File: src/rtl/id_operand_stage.sv
// id_operand_stage
// Instruction-decode / operand-fetch stage of the 5-stage pipeline.
// Splits the IF/ID instruction into register indices for the regfile,
// resolves RAW hazards by forwarding or stalling, and registers the
// decoded operands and controls into the ID/EX pipeline register.
//
// Build option: ID_FWD_EN
//   defined     : EX, MEM and WB forwarding; only load-use pairs stall.
//   not defined : only the WB bypass is kept; any used source that matches
//                 a writing EX or MEM destination stalls the stage.

module id_operand_stage (
  input  logic        clk,
  input  logic        clrn,
  input  logic [31:0] d_inst,
  input  logic        d_valid,
  input  logic        flush,
  output logic [4:0]  rna,
  output logic [4:0]  rnb,
  input  logic [31:0] qa,
  input  logic [31:0] qb,
  input  logic [4:0]  ex_wn,
  input  logic [4:0]  mem_wn,
  input  logic [4:0]  wb_wn,
  input  logic        ex_wreg,
  input  logic        mem_wreg,
  input  logic        wb_we,
  input  logic        ex_m2reg,
  input  logic [31:0] ex_alu,
  input  logic [31:0] mem_data,
  input  logic [31:0] wb_d,
  output logic        stall,
  output logic [31:0] e_a,
  output logic [31:0] e_b,
  output logic [31:0] e_imm,
  output logic [4:0]  e_wn,
  output logic [5:0]  e_op,
  output logic        e_wreg,
  output logic        e_m2reg,
  output logic        e_wmem,
  output logic        e_valid
);

  localparam logic [5:0] OP_RTYPE = 6'b000000;
  localparam logic [5:0] OP_LW    = 6'b100011;
  localparam logic [5:0] OP_SW    = 6'b101011;
  localparam logic [5:0] OP_ADDI  = 6'b001000;
  localparam logic [5:0] OP_ANDI  = 6'b001100;
  localparam logic [5:0] OP_ORI   = 6'b001101;
  localparam logic [5:0] OP_LUI   = 6'b001111;
  localparam logic [5:0] OP_BEQ   = 6'b000100;
  localparam logic [5:0] OP_BNE   = 6'b000101;

  typedef enum logic [1:0] {
    EXT_SIGN  = 2'd0,
    EXT_ZERO  = 2'd1,
    EXT_UPPER = 2'd2
  } ext_e;

  // Instruction fields
  logic [5:0]  w_op;
  logic [4:0]  w_rs;
  logic [4:0]  w_rt;
  logic [4:0]  w_rd;
  logic [15:0] w_imm16;

  assign w_op    = d_inst[31:26];
  assign w_rs    = d_inst[25:21];
  assign w_rt    = d_inst[20:16];
  assign w_rd    = d_inst[15:11];
  assign w_imm16 = d_inst[15:0];

  assign rna = w_rs;
  assign rnb = w_rt;

  // Decoded controls
  logic w_hasDst;
  logic w_dstIsRd;
  logic w_useRs;
  logic w_useRt;
  logic w_m2reg;
  logic w_wmem;
  ext_e w_ext;

  // Opcode decode: destination choice, source usage, memory controls, extension
  always_comb begin
    w_hasDst  = 1'b0;
    w_dstIsRd = 1'b0;
    w_useRs   = 1'b0;
    w_useRt   = 1'b0;
    w_m2reg   = 1'b0;
    w_wmem    = 1'b0;
    w_ext     = EXT_SIGN;
    case (w_op)
      OP_RTYPE: begin
        w_hasDst  = 1'b1;
        w_dstIsRd = 1'b1;
        w_useRs   = 1'b1;
        w_useRt   = 1'b1;
      end
      OP_LW: begin
        w_hasDst = 1'b1;
        w_useRs  = 1'b1;
        w_m2reg  = 1'b1;
      end
      OP_SW: begin
        w_useRs = 1'b1;
        w_useRt = 1'b1;
        w_wmem  = 1'b1;
      end
      OP_ADDI: begin
        w_hasDst = 1'b1;
        w_useRs  = 1'b1;
      end
      OP_ANDI, OP_ORI: begin
        w_hasDst = 1'b1;
        w_useRs  = 1'b1;
        w_ext    = EXT_ZERO;
      end
      OP_LUI: begin
        w_hasDst = 1'b1;
        w_ext    = EXT_UPPER;
      end
      OP_BEQ, OP_BNE: begin
        w_useRs = 1'b1;
        w_useRt = 1'b1;
      end
      default: begin
        w_hasDst = 1'b0;
      end
    endcase
  end

  // Destination index; instructions without a destination carry index 0
  logic [4:0] w_wn;
  logic       w_wreg;

  assign w_wn   = !w_hasDst ? 5'd0 : (w_dstIsRd ? w_rd : w_rt);
  assign w_wreg = w_hasDst && (w_wn != 5'd0);

  // Immediate extension
  logic [31:0] w_imm;

  // Select zero-extend, sign-extend or upper-half placement of the immediate
  always_comb begin
    w_imm = {{16{w_imm16[15]}}, w_imm16};
    case (w_ext)
      EXT_ZERO:  w_imm = {16'h0000, w_imm16};
      EXT_UPPER: w_imm = {w_imm16, 16'h0000};
      default:   w_imm = {{16{w_imm16[15]}}, w_imm16};
    endcase
  end

  // True when a stage writing index wn (nonzero) targets idx
  function automatic logic writesIdx(input logic we, input logic [4:0] wn,
                                     input logic [4:0] idx);
    return we && (wn != 5'd0) && (wn == idx);
  endfunction

  logic w_memHitA;
  logic w_memHitB;
  logic w_wbHitA;
  logic w_wbHitB;
  logic w_hazard;

  assign w_memHitA = writesIdx(mem_wreg, mem_wn, w_rs);
  assign w_memHitB = writesIdx(mem_wreg, mem_wn, w_rt);
  assign w_wbHitA  = writesIdx(wb_we, wb_wn, w_rs);
  assign w_wbHitB  = writesIdx(wb_we, wb_wn, w_rt);

  logic [31:0] w_opA;
  logic [31:0] w_opB;

`ifdef ID_FWD_EN
  // EX can forward only ALU results; a load in EX has no data yet
  logic w_exFwdA;
  logic w_exFwdB;
  logic w_loadHitA;
  logic w_loadHitB;

  assign w_exFwdA   = writesIdx(ex_wreg && !ex_m2reg, ex_wn, w_rs);
  assign w_exFwdB   = writesIdx(ex_wreg && !ex_m2reg, ex_wn, w_rt);
  assign w_loadHitA = writesIdx(ex_wreg && ex_m2reg, ex_wn, w_rs);
  assign w_loadHitB = writesIdx(ex_wreg && ex_m2reg, ex_wn, w_rt);
  assign w_hazard   = (w_useRs && w_loadHitA) || (w_useRt && w_loadHitB);

  // Operand A: r0, then EX, MEM, WB forwarding, then regfile
  always_comb begin
    w_opA = qa;
    if (w_rs == 5'd0)  w_opA = 32'h0;
    else if (w_exFwdA)  w_opA = ex_alu;
    else if (w_memHitA) w_opA = mem_data;
    else if (w_wbHitA)  w_opA = wb_d;
  end

  // Operand B: r0, then EX, MEM, WB forwarding, then regfile
  always_comb begin
    w_opB = qb;
    if (w_rt == 5'd0)  w_opB = 32'h0;
    else if (w_exFwdB)  w_opB = ex_alu;
    else if (w_memHitB) w_opB = mem_data;
    else if (w_wbHitB)  w_opB = wb_d;
  end
`else
  // Without EX/MEM paths, any writer in EX or MEM must drain first
  logic w_exHitA;
  logic w_exHitB;
  logic w_unusedFwd;

  assign w_exHitA    = writesIdx(ex_wreg, ex_wn, w_rs);
  assign w_exHitB    = writesIdx(ex_wreg, ex_wn, w_rt);
  assign w_hazard    = (w_useRs && (w_exHitA || w_memHitA)) ||
                       (w_useRt && (w_exHitB || w_memHitB));
  assign w_unusedFwd = ^{ex_alu, mem_data, ex_m2reg};

  // Operand A: r0, then WB bypass, then regfile
  always_comb begin
    w_opA = qa;
    if (w_rs == 5'd0) w_opA = 32'h0;
    else if (w_wbHitA) w_opA = wb_d;
  end

  // Operand B: r0, then WB bypass, then regfile
  always_comb begin
    w_opB = qb;
    if (w_rt == 5'd0) w_opB = 32'h0;
    else if (w_wbHitB) w_opB = wb_d;
  end
`endif

  // A flushed or empty slot never stalls the front end
  logic w_stall;

  assign w_stall = w_hazard && d_valid && !flush;
  assign stall   = w_stall;

  // ID/EX pipeline register
  logic [31:0] r_a;
  logic [31:0] r_b;
  logic [31:0] r_imm;
  logic [4:0]  r_wn;
  logic [5:0]  r_op;
  logic        r_wreg;
  logic        r_m2reg;
  logic        r_wmem;
  logic        r_valid;

  // Load decoded values, or insert a bubble on flush, stall or empty slot
  always_ff @(posedge clk or negedge clrn) begin
    if (!clrn) begin
      r_a     <= 32'h0;
      r_b     <= 32'h0;
      r_imm   <= 32'h0;
      r_wn    <= 5'd0;
      r_op    <= 6'd0;
      r_wreg  <= 1'b0;
      r_m2reg <= 1'b0;
      r_wmem  <= 1'b0;
      r_valid <= 1'b0;
    end else if (flush || w_stall || !d_valid) begin
      r_a     <= 32'h0;
      r_b     <= 32'h0;
      r_imm   <= 32'h0;
      r_wn    <= 5'd0;
      r_op    <= 6'd0;
      r_wreg  <= 1'b0;
      r_m2reg <= 1'b0;
      r_wmem  <= 1'b0;
      r_valid <= 1'b0;
    end else begin
      r_a     <= w_opA;
      r_b     <= w_opB;
      r_imm   <= w_imm;
      r_wn    <= w_wn;
      r_op    <= w_op;
      r_wreg  <= w_wreg;
      r_m2reg <= w_m2reg;
      r_wmem  <= w_wmem;
      r_valid <= 1'b1;
    end
  end

  assign e_a     = r_a;
  assign e_b     = r_b;
  assign e_imm   = r_imm;
  assign e_wn    = r_wn;
  assign e_op    = r_op;
  assign e_wreg  = r_wreg;
  assign e_m2reg = r_m2reg;
  assign e_wmem  = r_wmem;
  assign e_valid = r_valid;

endmodule

File: config.mk
export PLATFORM = sky130hd
export DESIGN_NAME = id_operand_stage
export DESIGN_NICKNAME = d
export VERILOG_FILES = /design/src/rtl/id_operand_stage.sv
export SDC_FILE = /design/constraint.sdc
export NUM_CORES = 1
export LEC_CHECK = 0
export ABC_AREA = 0
export BUFFER_PORTS_ARGS = -buffer_cell sky130_fd_sc_hd__buf_2
export CAP_MARGIN = 20
export CELL_PAD_IN_SITES_DETAIL_PLACEMENT = 0
export CELL_PAD_IN_SITES_GLOBAL_PLACEMENT = 1
export CORE_MARGIN = 8
export CORE_UTILIZATION = 31
export DETAILED_ROUTE_END_ITERATION = 10
export PLACE_DENSITY = 0.91
export SLEW_MARGIN = 20
export SYNTH_ARGS = -nofsm -noshare
export SYNTH_HDL_FRONTEND = slang
export SYNTH_SLANG_ARGS = --single-unit
File: constraint.sdc
create_clock -name clk -period 2 [get_ports clk]
set_input_delay 0.4 -clock clk [delete_from_list [all_inputs] [get_ports clk]]
set_output_delay 0.4 -clock clk [all_outputs]
set_load 0.05 [all_outputs]
==> flow_metrics.tcl, run 1 <==
set metrics [dict create \
    drt-pass1-iter-count 4 \
    ctsLongestPathBuffers 2 \
    switching_share_pct 30.3 \
    yosysUniqueCellTypes 33 \
    die_y_microns 146 \
    p_sw_w 0.00162 \
    rsz0062_at_grt "yes" \
    drtAntennaViolNets 0 \
    cp_slowest_cell "or3_4" \
    crit_type "primary input to primary output" \
    yosysWarningCount 0 \
    combPwrFrac_pct 21.5 \
    gp_congestion 0.799 \
    max_freq_mhz 449 \
    drive_above_1_share_pct 52.4 \
    die_w_microns 146 \
    status "finished with violations" \
    dp_hpwl_microns 14200 \
    grt_pass1_vias 5050 \
    setup_viol 1 \
    synth_edf_count 0 \
    worst_slew_pin_slew_ns 0.776 \
    vdd_drop_max_uv 368 \
    ys_async_sr_fraction_pct 100 \
    fillers 1572 \
    syn-num-nets 681 \
    register_area_sq_um 2780 \
    vias_per_cell 4.73 \
    synth_fa_ha_area_share_pct 0.480 \
    start_util_pct 31.6 \
    fp.dieArea_sq_um 21200 \
    layout_common_cells "267 x buf_2, 111 x dfrtp_1, 69 x mux2i_1" \
    clockRootBuffer "clkbuf_16" \
    synth_xor_xnor_area_share_pct 5.04 \
    p_seq_share_pct 43.9 \
    cts_tree "done" \
    cts_num_sinks 111 \
    synth-simple-area-share_pct 18.9 \
    worstPathArrival_ns 1.83 \
    period_share_pct 111 \
    fin_setup_tns_ns -0.226 \
    globalRouteTotalUtil_pct 16.9 \
    start_kind "primary input" \
    drv_cap 0 \
    drc 0 \
    clkTransAtPathRegs_ns 0.08 \
    min_path_type "primary input to asynchronous set/reset pin" \
    intPower_w 0.00373 \
    ys_seq_area_share_pct 53.3 \
    worstPathMaxFanout 2 \
    dp_slack_ns -0.446 \
    synth.area.mux_share_pct 13.2 \
    grt_antenna_before_repair 0 \
    finalHoldViolations 1 \
    crit_chain "buf_6 -> or3_4 -> o32a_1 -> nor4_2 -> a21oi_2 -> a21oi_4 -> buf_8" \
    ctsHtreeMaxLevel 3 \
    grt.overflow.total 0 \
    multiInputGateArea_sq_um 2270 \
    p_per_area_nw_per_um2 696 \
    areaGrowthSynthToFinish_pct 47.4 \
    rows 47 \
    synth_top_family_by_area "simple AND/OR/NAND/NOR gates" \
    cpPeakStageDelay_ns 0.37 \
    n_antenna_cell 0 \
    relSlewSlack_pct 47.9 \
    slew_viol_final 0 \
    cts_buffers 9 \
    syn_avg_cell_area_sq_um 11.2 \
    io_pins 337 \
    synthCells 464 \
    worstPathRequired_ns 1.60 \
    drtIter0Drc 205 \
    final_common_cell "buf_2" \
    wl_microns 18300 \
    synth_compound_area_share_pct 3.05 \
    io_buffers 271 \
    clkPwrFrac_pct 34.7 \
    end_kind "primary output" \
    violations "negative hold slack, negative setup slack" \
    holdWs_ns -0.00206 \
    vias 4689 \
    synth-seq-cells 111 \
    nNetsFinal 983 \
    p_leak_nw 3.86 \
    wire_per_inst_microns 18.5 \
    grt_max_degree 42 \
    timing.final.ws_setup_ns -0.226 \
    synth-main-ff-cell "dfrtp_1" \
    synth_area_sq_um 5220 \
    hold_buffers 0 \
    grt_pass1_wl_microns 28400 \
    design.core.area_sq_um 16500 \
    finalCriticalPeriod_ns 2.23 \
]
## path summary, 6_finish.rpt
kind,end,slack [ns],cells past startpoint,from
max,stall,-0.23,7,d_inst[27]
min,e_imm[10],-0.002,1,clrn
max in group asynchronous,e_a[15],1.41,2,clrn
min in group clk,e_imm[5],0.26,3,d_inst[5]
## sequential cells by signal, indices dropped and copies added (netlist names), 5 cells and up
name   flops
e_b       32
e_a       32
e_op       6
e_imm     32
e_wn       5
## cells by family after synthesis
kind of cell,Yosys count
AND/OR/NAND/NOR,174
buffers and inverters,50
XOR/XNOR,30
adder cells (fa/ha/maj),2
AO/OA/AOI/OAI,28
multiplexers,69
flip-flops,111
## power by group through the flow
stage          Clock [W]  Sequential, W  Combinational, W
2_1_floorplan          0        0.00272          0.000324
3_3_place_gp           0        0.00239           0.00112
3_5_place_dp           0        0.00239           0.00114
4_1_cts          0.00190        0.00235           0.00114
5_1_grt          0.00199        0.00236           0.00123
6_report         0.00186        0.00235           0.00115
## through the flow
step / hold slack (ns) / instance area [sq um] / power, W / utilization [%] / cells
floorplan: 0.104 / 5250 / 0.00304 / - / 464
global placement: 0.383 / 7190 / 0.00351 / 43.5 / 969
detailed placement: 0.389 / 7190 / 0.00353 / 43.5 / 969
CTS: 0.00111 / 7550 / 0.00540 / 45.7 / 987
global route: 0.0180 / 7690 / 0.00558 / 46.5 / 991
finish: -0.00206 / 7690 / 0.00535 / 46.5 / 991
## cell type report
class                   instances  share of cell area (%)
flip-flops and latches        111                    36.1
multi-input cells             303                    29.6
repair buffers                337                    26.5
well taps                     220                    3.58
clock buffers                  11                    3.16
clock inverters                 5                   0.846
inverters                       4                   0.195
## what timing repair did
action / in CTS / in global routing
setup buffers: 2 / 4
pin swaps: 1 / 2
gates cloned: 0 / 0
gates resized for setup: 8 / 20
setup endpoints to repair: 41 / 90
## synth_stat cells, types with 6 or more instances
master      n  area [sq um]
xor2_1     10          87.6
buf_2       7          35.0
nand3_1     6          30.0
xnor2_1    20           175
buf_4      10          75.1
nor2_1     26          97.6
a21oi_1    19          95.1
mux2i_1    69           691
or4_1       6          45.0
nor3_2     20           200
nor4_1     10          62.6
clkbuf_1   17          63.8
nor3_1     65           325
nand2_1    24          90.1
buf_6      11           124
dfrtp_1   111          2780
## critical path: cells and delay by family
kind | cells | cell delay (ns)
buffers and inverters | 2 | 0.25
AND/OR/NAND/NOR | 2 | 0.56
AO/OA/AOI/OAI | 3 | 0.60
## per-layer routing
layer  wire [microns]  vias up  share of wire (%)  GRT usage [%]
met5                0        -                  0              0
met4              499        0                2.7           7.39
met3             1200       28                6.5           4.42
met2             9350      183                 51           29.3
met1             7250     2273                 40           19.4
li1                 -     2205                  -              -
Note: power is estimated with default switching activity, not from simulation.
==> run 2: changes to the inputs <==
--- a/config.mk
+++ b/config.mk
@@ -11,9 +11,9 @@
 export CELL_PAD_IN_SITES_DETAIL_PLACEMENT = 0
 export CELL_PAD_IN_SITES_GLOBAL_PLACEMENT = 1
 export CORE_MARGIN = 8
-export CORE_UTILIZATION = 31
+export CORE_UTILIZATION = 25
 export DETAILED_ROUTE_END_ITERATION = 10
-export PLACE_DENSITY = 0.91
+export PLACE_DENSITY = 0.78
 export SLEW_MARGIN = 20
 export SYNTH_ARGS = -nofsm -noshare
 export SYNTH_HDL_FRONTEND = slang
==> flow_metrics.tcl, run 2 (synthesis gave the netlist of run 1 again) <==
set metrics [dict create \
    wl_met2_microns 9620 \
    ctsLongestPathBuffers 2 \
    rsz0062_at_grt "yes" \
    cts_buffers 9 \
    cts_tree "done" \
    nNetsFinal 991 \
    grt_pass1_vias 4937 \
    drt-pass1-iter-count 4 \
    drtIter0Drc 205 \
    final_cell_area_sq_um 7730 \
    vdd_drop_max_uv 309 \
    p_per_area_nw_per_um2 672 \
    fillers 2130 \
    finalHoldViolations 0 \
    end_kind "primary output" \
    violations "negative setup slack" \
    final_common_cell "buf_2" \
    fp.dieArea_sq_um 25700 \
    min_from "d_inst[2]" \
    worstPathArrival_ns 1.81 \
    clkTransAtPathRegs_ns 0.07 \
    drv_cap 0 \
    grt_antenna_before_repair 0 \
    p_sw_w 0.00162 \
    worstPathRequired_ns 1.60 \
    intPower_w 0.00357 \
    cts_num_sinks 111 \
    dp_hpwl_microns 14700 \
    design.core.area_sq_um 20800 \
    clockRootBuffer "clkbuf_16" \
    grt.overflow.total 0 \
    cts_setup_buffers 0 \
    worstPathMaxFanout 2 \
    layout_common_cells "267 x buf_2, 111 x dfrtp_1, 69 x mux2i_1" \
    start_util_pct 25.1 \
    fin_setup_tns_ns -0.215 \
    startpoint "d_inst[27]" \
    grt_max_degree 51 \
    vias 4656 \
    total_power_w 0.00519 \
    place_area_sq_um 7390 \
    slew_viol_final 0 \
    grt_pass1_wl_microns 28500 \
    finalCriticalPeriod_ns 2.21 \
    io_pins 337 \
    drtAntennaViolNets 0 \
    timing.final.ws_setup_ns -0.215 \
    clkPwrFrac_pct 32.5 \
    dr_wl_met3_microns 1010 \
    gp_congestion 0.800 \
    min_path_type "primary input to flip-flop" \
    wire_per_inst_microns 17.5 \
    vias_per_cell 4.42 \
    io_buffers 271 \
    areaGrowthSynthToFinish_pct 48.2 \
    p_leak_nw 3.86 \
    die_w_microns 160 \
    setup_viol 1 \
    drc 0 \
    die_y_microns 160 \
    wl_microns 18500 \
    p_seq_share_pct 45.3 \
    switching_share_pct 31.2 \
    drive_above_1_share_pct 51.3 \
    globalRouteTotalUtil_pct 14.0 \
    crit_type "primary input to primary output" \
    start_kind "primary input" \
    ctsHtreeMaxLevel 3 \
    relSlewSlack_pct 75.2 \
    drt-met1-wl_microns 7550 \
    status "finished with violations" \
    worst_slew_pin_slew_ns 0.372 \
    n_antenna_cell 0 \
    combPwrFrac_pct 22.2 \
    max_freq_mhz 451 \
    topRoutingLayerUsed "met4" \
    rows 53 \
    period_share_pct 111 \
]
==> run 2: timing repair <==
item / in CTS / in global routing
pin swaps: 0 / 1
hold buffers: 1 / 0
endpoints found under the hold margin: 23 / 0
resized for setup: 5 / 8
setup endpoints to repair: 1 / 50
==> run 2: worst max-delay path, stage by stage <==
cell and delay (ns):
buf_6 0.09, or3_4 0.38, o32a_1 0.33, nor4_2 0.19, a21oi_2 0.10, a21oi_4 0.16
buf_8 0.16
==> run 2: worst paths after layout <==
path,cells past startpoint,end,slack [ns]
setup / recovery,7,stall,-0.21
hold / removal,3,e_imm[2],0.27
max in group asynchronous,3,e_b[17],0.90
min in group asynchronous,2,e_imm[3],0.51
==> run 2: per-layer routing <==
metal,up-vias,GRT usage [%]
li1,2228,-
met1,2261,16.5
met2,147,24.4
met3,20,3.40
met4,0,4.46
met5,-,0
==> run 2: stage by stage <==
stage          setup WS [ns]  hold slack [ns]  instances  utilization (%)
2_1_floorplan        -0.0568            0.104        464                -
3_3_place_gp          -0.345            0.334       1037             35.6
3_5_place_dp          -0.347            0.341       1037             35.6
4_1_cts               -0.236            0.249       1054             37.1
5_1_grt               -0.296            0.264       1054             37.2
6_report              -0.215            0.273       1054             37.2
==> run 2: layout make-up <==
| class | count | area (sq um) | share of cell area (%) |
|---|---|---|---|
| Clock inverter | 6 | 45.0 | 0.583 |
| Inverter | 4 | 15.0 | 0.194 |
| Timing Repair Buffer | 345 | 2100 | 27.2 |
| Tap cell | 275 | 344 | 4.45 |
| Multi-Input combinational cell | 303 | 2220 | 28.7 |
| Clock buffer | 10 | 229 | 2.96 |
| Sequential cell | 111 | 2780 | 35.9 |
==> run 2: power groups by stage <==
stage / Sequential (W) / Clock (W) / Combinational, W
floorplan: 0.00272 / 0 / 0.000324
global placement: 0.00239 / 0 / 0.00114
detailed placement: 0.00240 / 0 / 0.00115
CTS: 0.00235 / 0.00176 / 0.00116
global route: 0.00236 / 0.00183 / 0.00124
finish: 0.00235 / 0.00169 / 0.00115
==> run 3: changes to the inputs <==
==> constraint.sdc (replaced) <==
create_clock -name clk -period 2.6 [get_ports clk]
set_input_delay 0.52 -clock clk [delete_from_list [all_inputs] [get_ports clk]]
set_output_delay 0.52 -clock clk [all_outputs]
set_load 0.05 [all_outputs]
==> flow_metrics.tcl, run 3 (synthesis gave the netlist of run 1 again) <==
set metrics [dict create \
    status "completed" \
    start_kind "primary input" \
    slew_viol_final 0 \
    clockRootBuffer "clkbuf_16" \
    layout_common_cells "269 x buf_2, 111 x dfrtp_1, 69 x mux2i_1" \
    timing.final.ws_setup_ns 0.0997 \
    grt.overflow.total 0 \
    die_w_microns 160 \
    crit_type "primary input to primary output" \
    drtIter0Drc 181 \
    startpoint "d_inst[29]" \
    grt_pass1_vias 4831 \
    vias 4484 \
    multiInputGateArea_sq_um 2160 \
    relSlewSlack_pct 38.8 \
    setup_viol 0 \
    finalCriticalPeriod_ns 2.50 \
    worstPathMaxFanout 5 \
    ctsLongestPathBuffers 2 \
    fin_setup_tns_ns 0 \
    areaGrowthSynthToFinish_pct 38.8 \
    end_kind "primary output" \
    drtAntennaViolNets 0 \
    globalRouteTotalUtil_pct 14.0 \
    wl_microns 18300 \
    drt-pass1-iter-count 4 \
    vias_per_cell 4.45 \
    vdd_drop_max_uv 261 \
    grt_antenna_before_repair 1 \
    clkTransAtPathRegs_ns 0.08 \
    grt_pass1_wl_microns 28100 \
    period_share_pct 96.2 \
    drc 0 \
    drive_above_1_share_pct 47.1 \
    cts_setup_buffers 0 \
    post_cts_resized 2 \
    worst_slew_pin_slew_ns 0.912 \
    p_per_area_nw_per_um2 550 \
    crit_end "stall" \
    rows 53 \
    io_buffers 271 \
    final_util_pct 34.9 \
    fillers 2111 \
    grt_max_degree 49 \
    worstPathRequired_ns 2.08 \
    cts_buffers 9 \
    start_util_pct 25.1 \
    fp.dieArea_sq_um 25700 \
    dp_slack_ns -0.247 \
    final_common_cell "buf_2" \
    holdWs_ns 0.180 \
    drv_cap 0 \
    cts_num_sinks 111 \
    hold_buffers 0 \
    io_pins 337 \
    cts_tree "done" \
    ctsHtreeMaxLevel 3 \
    worstPathArrival_ns 1.98 \
    max_freq_mhz 400 \
    finalHoldViolations 0 \
    nNetsFinal 945 \
    gp_congestion 0.776 \
    design.core.area_sq_um 20800 \
    die_y_microns 160 \
    dp_hpwl_microns 14400 \
    register_area_sq_um 2780 \
    min_path_type "primary input to asynchronous set/reset pin" \
    rsz0062_at_grt "no" \
    wire_per_inst_microns 18.2 \
    p_leak_nw 3.61 \
]
-- run 3: cell count changes in the layout (fill, tap and decap cells not counted), moves of 4 or more --
cell / before / now
buf_4: 61 / 22
buf_12: 13 / 7
nor3_1: 61 / 65
nor3_2: 24 / 20
-- run 3: how the worst min path moves through the flow --
stage | slack [ns] | from | to | depth (start not counted)
after global routing | 0.22 | clrn | e_imm[2] | 1
after detailed placement | 0.61 | clrn | e_imm[7] | 1
after floorplan | 0.22 | clrn | e_a[0] | 0
after CTS | 0.21 | clrn | e_imm[2] | 1
final | 0.18 | clrn | e_imm[2] | 1
after global placement | 0.60 | clrn | e_imm[8] | 1
-- run 3: final cells by class --
cell class              instances  share of cell area [%]
diodes                          1                  0.0346
clock buffers                   9                    3.11
clock inverters                 6                   0.760
inverters                       4                   0.207
multi-input cells             303                    29.8
flip-flops and latches        111                    38.4
well taps                     275                    4.75
repair buffers                299                    23.0
-- run 3: worst max-delay path, cell delays in order --
cell and delay [ns]:
buf_2 0.12, or3_1 0.38, o32a_1 0.34, nor4_2 0.17, a21oi_2 0.09, a21oi_2 0.17
buf_6 0.18
-- run 3: where the power goes --
part	internal [W]	switching, W	leakage (nW)
Combinational	0.000258	0.000573	1.97
Clock	0.000663	0.000682	0.135
Sequential	0.00179	0.0000157	1.50
Total	0.00271	0.00127	3.61
-- run 3: metal layers --
metal,global-route usage [%],part of all wire [%]
met5,0,0
met1,16.1,40
met2,24.5,52
met3,2.94,5.3
met4,6.12,2.5
-- run 3: stage by stage --
stage	power, W	cell area [sq um]	instances
2_1_floorplan	0.00234	5220	464
3_3_place_gp	0.00268	6950	992
4_1_cts	0.00406	7230	1007
3_5_place_dp	0.00268	6950	992
6_report	0.00398	7240	1008
5_1_grt	0.00417	7240	1008
